[src/rtl/simple_core_frontend.sv]
// SIMPLE 16-bit processor front end: one-hot phase counter, instruction
// register, ALU with combinational flags, registered flags and halt latch.
module simple_core_frontend #(
    parameter int WIDTH = 16
) (
    input  logic             clock,
    input  logic             rst_n,
    input  logic [WIDTH-1:0] mem_data,
    input  logic [WIDTH-1:0] ar,
    input  logic [WIDTH-1:0] br,
    input  logic [WIDTH-1:0] ext_in,
    output logic [4:0]       phase,
    output logic [WIDTH-1:0] ir,
    output logic [WIDTH-1:0] alu_out,
    output logic [3:0]       alu_flags,
    output logic [3:0]       flags,
    output logic             halted
);

    logic [4:0]       phase_q, phase_d;
    logic [WIDTH-1:0] ir_q, ir_d;
    logic [3:0]       flags_q, flags_d;
    logic             halted_q, halted_d;

    logic             alu_class;
    logic [3:0]       op;
    logic [3:0]       sh;
    logic             flag_op;

    logic [WIDTH:0]        sum_w;
    logic [WIDTH:0]        diff_w;
    logic [WIDTH:0]        sll_w;
    logic [WIDTH:0]        srl_w;
    logic signed [WIDTH:0] sra_w;
    logic [WIDTH-1:0]      rot_w;

    logic [WIDTH-1:0] res;
    logic             c_f;
    logic             v_f;

    assign alu_class = (ir_q[15:14] == 2'b11);
    assign op        = ir_q[7:4];
    assign sh        = ir_q[3:0];
    assign flag_op   = (op <= 4'd6) || (op[3:2] == 2'b10);

    assign sum_w  = {1'b0, ar} + {1'b0, br};
    assign diff_w = {1'b0, ar} - {1'b0, br};
    // Extra bit below/above the word catches the last bit shifted out.
    assign sll_w  = {1'b0, ar} << sh;
    assign srl_w  = {ar, 1'b0} >> sh;
    assign sra_w  = $signed({ar, 1'b0}) >>> sh;
    assign rot_w  = (ar << sh) | (ar >> (5'd16 - {1'b0, sh}));

    always_comb begin
        res = '0;
        c_f = 1'b0;
        v_f = 1'b0;
        if (!alu_class) begin
            res = sum_w[WIDTH-1:0];
        end else begin
            case (op)
                4'b0000: begin
                    res = sum_w[WIDTH-1:0];
                    c_f = sum_w[WIDTH];
                    v_f = (ar[15] == br[15]) && (sum_w[15] != ar[15]);
                end
                4'b0001, 4'b0101: begin
                    res = diff_w[WIDTH-1:0];
                    c_f = diff_w[WIDTH];
                    v_f = (ar[15] != br[15]) && (diff_w[15] != ar[15]);
                end
                4'b0010: res = ar & br;
                4'b0011: res = ar | br;
                4'b0100: res = ar ^ br;
                4'b0110: res = br;
                4'b1000: begin
                    res = sll_w[WIDTH-1:0];
                    c_f = sll_w[WIDTH];
                end
                4'b1001: begin
                    res = rot_w;
                    c_f = (sh != 4'd0) && rot_w[0];
                end
                4'b1010: begin
                    res = srl_w[WIDTH:1];
                    c_f = srl_w[0];
                end
                4'b1011: begin
                    res = sra_w[WIDTH:1];
                    c_f = sra_w[0];
                end
                4'b1100: res = ext_in;
                4'b1101: res = br;
                default: res = '0;
            endcase
        end
    end

    always_comb begin
        phase_d  = {phase_q[3:0], phase_q[4]};
        ir_d     = phase_q[0] ? mem_data : ir_q;
        flags_d  = flags_q;
        halted_d = halted_q;
        if (phase_q[2] && alu_class) begin
            if (flag_op) flags_d = alu_flags;
            if (op == 4'b1111) halted_d = 1'b1;
        end
    end

    always_ff @(posedge clock or negedge rst_n) begin
        if (!rst_n) begin
            phase_q  <= 5'b00001;
            ir_q     <= '0;
            flags_q  <= '0;
            halted_q <= 1'b0;
        end else begin
            phase_q  <= phase_d;
            ir_q     <= ir_d;
            flags_q  <= flags_d;
            halted_q <= halted_d;
        end
    end

    assign alu_out   = res;
    assign alu_flags = {v_f, c_f, (res == '0), res[15]};
    assign phase     = phase_q;
    assign ir        = ir_q;
    assign flags     = flags_q;
    assign halted    = halted_q;

endmodule

[config.mk]
export PLATFORM = sky130hd
export DESIGN_NAME = simple_core_frontend
export DESIGN_NICKNAME = d
export VERILOG_FILES = /design/src/rtl/simple_core_frontend.sv
export SDC_FILE = /design/constraint.sdc
export NUM_CORES = 1
export LEC_CHECK = 0
export BUFFER_PORTS_ARGS = -buffer_cell sky130_fd_sc_hd__buf_2
export CAP_MARGIN = 20
export CORE_UTILIZATION = 28
export CTS_CLUSTER_DIAMETER = 150
export DETAILED_ROUTE_END_ITERATION = 16
export PLACE_DENSITY_LB_ADDON = 0.1
export SLEW_MARGIN = 40
export SYNTH_ARGS = -nofsm -noshare
export SYNTH_HDL_FRONTEND = slang
export SYNTH_SLANG_ARGS = --single-unit
[constraint.sdc]
create_clock -name clock -period 7.8 [get_ports clock]
set_clock_uncertainty 0.15 [all_clocks]
set_input_delay 1.56 -clock clock [delete_from_list [all_inputs] [get_ports clock]]
set_output_delay 1.56 -clock clock [all_outputs]
set_load 0.01 [all_outputs]
Word level (Yosys, flattened, before mapping)
Index checks and enable logic that the tools add are counted.
{ "classes": {"add_sub_neg": 3, "n_mul": 0, "n_div": 0, "magnitude_cmp": 1, "n_eq_ne": 19, "shift": 5, "muxes": 6, "bitwise": 4, "n_reduce_logical": 12} }
{ "op_table": {"columns": ["cell", "n"], "rows": [
  ["$pmux 16 s11", 1],
  ["$or 16x16->16", 2],
  ["$eq 4x4->1 const B", 7],
  ["$add 16x16->17", 1],
  ["$shl 16x4->17", 1],
  ["$shr 17x4->17", 1],
  ["$sshr 17x4->17", 1],
  ["$sub 16x16->17", 1],
  ["$and 16x16->16", 1],
  ["$logic_not 16->1", 1],
  ["$mux 16", 1],
  ["$shl 16x4->16", 1],
  ["$shr 16x5->16", 1],
  ["$xor 16x16->16", 1],
  ["$eq 4x3->1 const B", 3],
  ["$eq 4x2->1 const B", 2],
  ["$pmux 1 s6", 1],
  ["$sub 5x4->5 const A", 1],
  ["$eq 2x2->1 const B", 2],
  ["$eq 4x1->1 const B", 1],
  ["$le 4x3->1 const B", 1],
  ["$logic_and 1x1->1", 4],
  ["$logic_not 4->1", 1],
  ["$reduce_and 2->1", 2],
  ["7 further kinds", 11]
]} }
{ "word_totals": {"ff_bits": 26, "latch_bits": 0, "mem_bits_rw": 0, "romBits": 0, "output_inout_bits": 46, "memories": 0} }

Logic depth before layout (Yosys ltp)
{ "logic_depth": {"depth_word": 6, "ltp_mapped": 16} }

Least setup slack after synthesis
OpenSTA, ideal clock, no wires.
{ "synth_timing": {"path_kind": "input to output", "from": "input ar[2]", "to": "output alu_flags[1]", "arrival_ps": 4658, "setup_slack_ps": 1432, "cell_stages": 13, "n_path_buf": 2, "cell_sequence": "clkbuf_1 -> inv_1 -> ha_1 -> clkbuf_1 -> a211oi_1 -> nor2_1 -> o41ai_1 -> o21a_1 -> o31ai_1 -> a221oi_1 -> o22ai_1 -> or4_1 -> nor2_1"} }
{ "synth_via": {"elab_chain_cells": 5} }
{ "synth_lines": {"columns": ["element", "line_no", "source"], "rows": [
  ["start: declaration", "9", "input logic [WIDTH-1:0] ar,"],
  ["branches (longest 3 deep; another with $sub 16x16->17)", null, null],
  ["$mux 16 *", "58", "if (!alu_class) begin"],
  ["named net alu_out[14]", "14", "output logic [WIDTH-1:0] alu_out,"],
  ["$logic_not 16->1 *", "125", "assign alu_flags = {v_f, c_f, (res == '0), res[15]};"],
  ["end: declaration", "15", "output logic [3:0] alu_flags,"]
]} }
Mark *: on every way through the listed nets, which the timed path passes.

Final worst setup path
{ "layout_timing": {"from": "input ar[5]", "to": "output alu_flags[1]"} }
{ "layout_via": {"elab_chain_cells": 5} }
{ "layout_lines": {"columns": ["element", "line_no"], "rows": [
  ["branches (longest 3 deep; another with $sub 16x16->17)", null],
  ["$mux 16 *", "58"],
  ["$logic_not 16->1 *", "125"]
]} }
Mark *: on every way between the ends.

==> impl_results.md <==
* Status: finished clean
* Hold_ws at 217.3 ps
* Mux cell area share after synthesis at 0.1974
* Drt wl/cell at 25.54 microns
* Post-Synthesis Cell Area at 6656 sq um
* Full die area at 24,390 sq um
* Synth Area in Simple Gates at 0.2122
* Worst hold path class: flip-flop to flip-flop
* MaxCap Viol Count at 0
* Total global routing overflow at 0
* CP Launch Type: input port
* Worst Setup End Kind: output pin
* Clock slew at reported path FFs at 60 ps
* CTS Buf Count at 3
* XOR/XNOR Fraction of Synth Area at 0.01184
* Required @ worst endpoint at 6090 ps
* Via count at 7,590
* Post-synthesis sequential area ratio at 0.09793
* First-pass GRT wire length at 46.69 mm
* GP Congestion at 0.9308
* Drt drc at 0
* Max IR drop VDD at 0.07530 mV
* Final critical-path share of the clock period at 0.8968
* Clock buffer depth at 2
* Number of flops mapped to enable cells by yosys at 0
* Final Hold Fails at 0
* Non-Filler Instances at 1,241
* Post-route ant nets at 0
* Fin crit period at 6995 ps
* R2r setup slk at 3060 ps
* Post-CTS setup buffer count at 0
* Least-Margin Pin Slew at 821.6 ps
* Critical-path maximum fanout at 15
* I/O Pins at 112
* Clk sinks at 26
* Total GRT Usage at 0.2556
* RSZ-0062 raised after global routing: no
* CP Class: input port to output pin
* Critical path, cell by cell: buf_2 -> inv_1 -> ha_1 -> inv_1 -> o21ai_0 -> and4_1 -> o41ai_1 -> a221oi_1 -> a221oi_1 -> o22ai_1 -> or4_1 -> nor2_1 -> buf_2
* Seq cells post-synth at 26
* Worst rel slew slack at 0.4486
* Htree depth at 1
* CP peak stage delay at 650 ps
* Max Clock Freq at 0.1430 GHz
* Row count at 56
* Drt total wl at 31.70 mm
* DP Wirelength at 24.68 mm
* # hold bufs at CTS at 0
* Synth Area in Adders at 0.1056
* Mapped Nets at 985
* CTS tree: done
* Setup_tns at 0 ps
* DRC marker count from the first detailed-route iteration at 797
* Worst EP arrival at 5280 ps
* Initial core utilization at 0.2844
* Final Max Tran Viols at 0
* Initial antenna violation count at 2
* Port Buffers at 111
* Final nets at 1,043
* Ys Warns at 0
* Cts repair resizes at 0
* Placed cell count at 1,236
* Die X at 156.2 microns
* DP Area at 7452 sq um
* Vias in the first global route at 7,093
* Via density at 6.116
* Largest family of logic cells by synthesized area: compound AO/OA/AOI/OAI gates
* Drt first pass iters at 5
* Largest net degree at the start of global routing at 54
* Synth cell types at 78
* Core area at 23,400 sq um
* Area Growth Syn to Fin at 13.70%
* Die height at 156.2 microns
* Skew-Pair Late Insertion Delay at 270 ps
* Root Driver: clkbuf_16
* Leakage at 0.003315 uW
* Post-Syn Instances at 864
* Synth Area in Compound Gates at 0.2868
* Worst path slowest cell: o41ai_1
* Final setup vio count at 0
* Syn Area/Cell at 7.704 sq um
* Ratio of cells with drive above 1 in the final layout at 0.2410
* Cell Pwr Density at 75.49 nW/um^2
* FFs w/ async S/R, synth at 1.000
* Post-route design area at 7569 sq um
* Top_reg_cell synth: dfrtp_1
==> cell usage after synthesis (all sizes together) (5+ instances only) <==
master / instances / area (sq um)
a2111oi: 7 / 61.31
a211o: 6 / 52.55
a211oi: 16 / 120.1
a21oi: 51 / 255.2
a221o: 6 / 60.06
a22o: 7 / 61.31
a22oi: 18 / 135.1
a311oi: 5 / 43.79
a31oi: 12 / 75.07
a32oi: 6 / 60.06
and2: 7 / 43.79
and3: 9 / 56.30
buf: 38 / 204.0
clkbuf: 43 / 161.4
dfrtp: 25 / 625.6
ha: 53 / 663.1
inv: 59 / 221.5
mux2: 31 / 349.1
mux2i: 24 / 240.2
mux4: 32 / 724.4
nand2: 71 / 266.5
nand2b: 10 / 62.56
nand3: 17 / 85.08
nand4: 12 / 75.07
nor2: 73 / 274.0
nor2b: 11 / 68.82
nor3: 15 / 75.07
nor3b: 8 / 60.06
nor4: 6 / 37.54
o211ai: 14 / 105.1
o21ai: 49 / 245.2
o21bai: 5 / 37.54
o221ai: 9 / 78.83
o22ai: 10 / 62.56
o31ai: 9 / 72.57
or3: 5 / 31.28
xnor2: 5 / 43.79
==> where the power goes <==
part | switching (uW) | leakage, uW | internal (uW) | total [uW]
logic | 177 | 0.00296 | 108 | 285
clock network | 49.4 | 0.0000511 | 102 | 152
registers | 0 | 0.000307 | 135 | 135
total | 226 | 0.00332 | 345 | 571
==> sequential cells by signal, summed over array words and instances, names as in the netlist <==
name / count
phase: 5
ir: 16
halted: 1
flags: 4
==> routing by layer <==
layer / vias up / GRT usage / routed length (microns)
li1: 3401 / - / -
met1: 3769 / 0.3564 / 13850
met2: 374 / 0.4088 / 14610
met3: 46 / 0.03000 / 2236
met4: 0 / 0.07937 / 997
met5: - / 0 / 0
==> stage by stage <==
step                      utilization  power (uW)  setup slack, ps
after floorplan                     -       307.5             1432
after global placement         0.3177       417.9            917.8
after detailed placement       0.3184       415.1            840.8
after CTS                      0.3229       570.4            828.6
after global routing           0.3233       603.6            456.2
final                          0.3234       571.4            805.1
==> cell type report <==
class,instances,area [sq um]
Clock inverter,1,30.03
Timing Repair Buffer,134,728.2
Inverter,59,221.5
Multi-Input combinational cell,698,5456
Tap cell,319,399.1
Clock buffer,3,75.07
Sequential cell,26,655.6
Fill cell,2599,15830
Antenna cell,1,2.502
==> cells in the final DEF (no fill, tap or decap), types with 12 or more instances in the layout <==
cell type	n
a211oi_1	16
a21oi_1	51
a22oi_1	18
a31oi_1	12
buf_2	111
buf_4	23
dfrtp_1	22
ha_1	53
inv_1	59
mux2_2	31
mux2i_1	24
mux4_2	31
nand2_1	71
nand3_1	17
nand4_1	12
nor2_1	73
nor3_1	15
o211ai_1	14
o21ai_0	48
==> final timing paths <==
kind,end,cells after the start,from
min,phase[2],0,phase[1]
max reg2reg,flags[1],10,ir[0]
min in group asynchronous,flags[3],1,rst_n
max,alu_flags[1],13,ar[5]
min reg2reg,phase[2],0,phase[1]
max in group asynchronous,ir[6],1,rst_n
==> worst max-delay path: cells and delay by family <==
family	cells	cell delay, ps
simple gates	3	990
compound gates	5	1540
buf+inv	4	720
fa+ha+maj	1	460
==> cells by family (layout without fill, tap and decap cells) <==
| family | Yosys count | after routing |
|---|---|---|
| other | 0 | 1 |
| DFF | 26 | 26 |
| muxes | 87 | 87 |
| adders and majority gates | 55 | 55 |
| xor gates and xnor gates | 9 | 9 |
| AOI/OAI and AO/OA | 272 | 272 |
| buffers and inverters | 140 | 197 |
| and+or+nand+nor | 275 | 275 |
(Power assumes the default switching activity.)
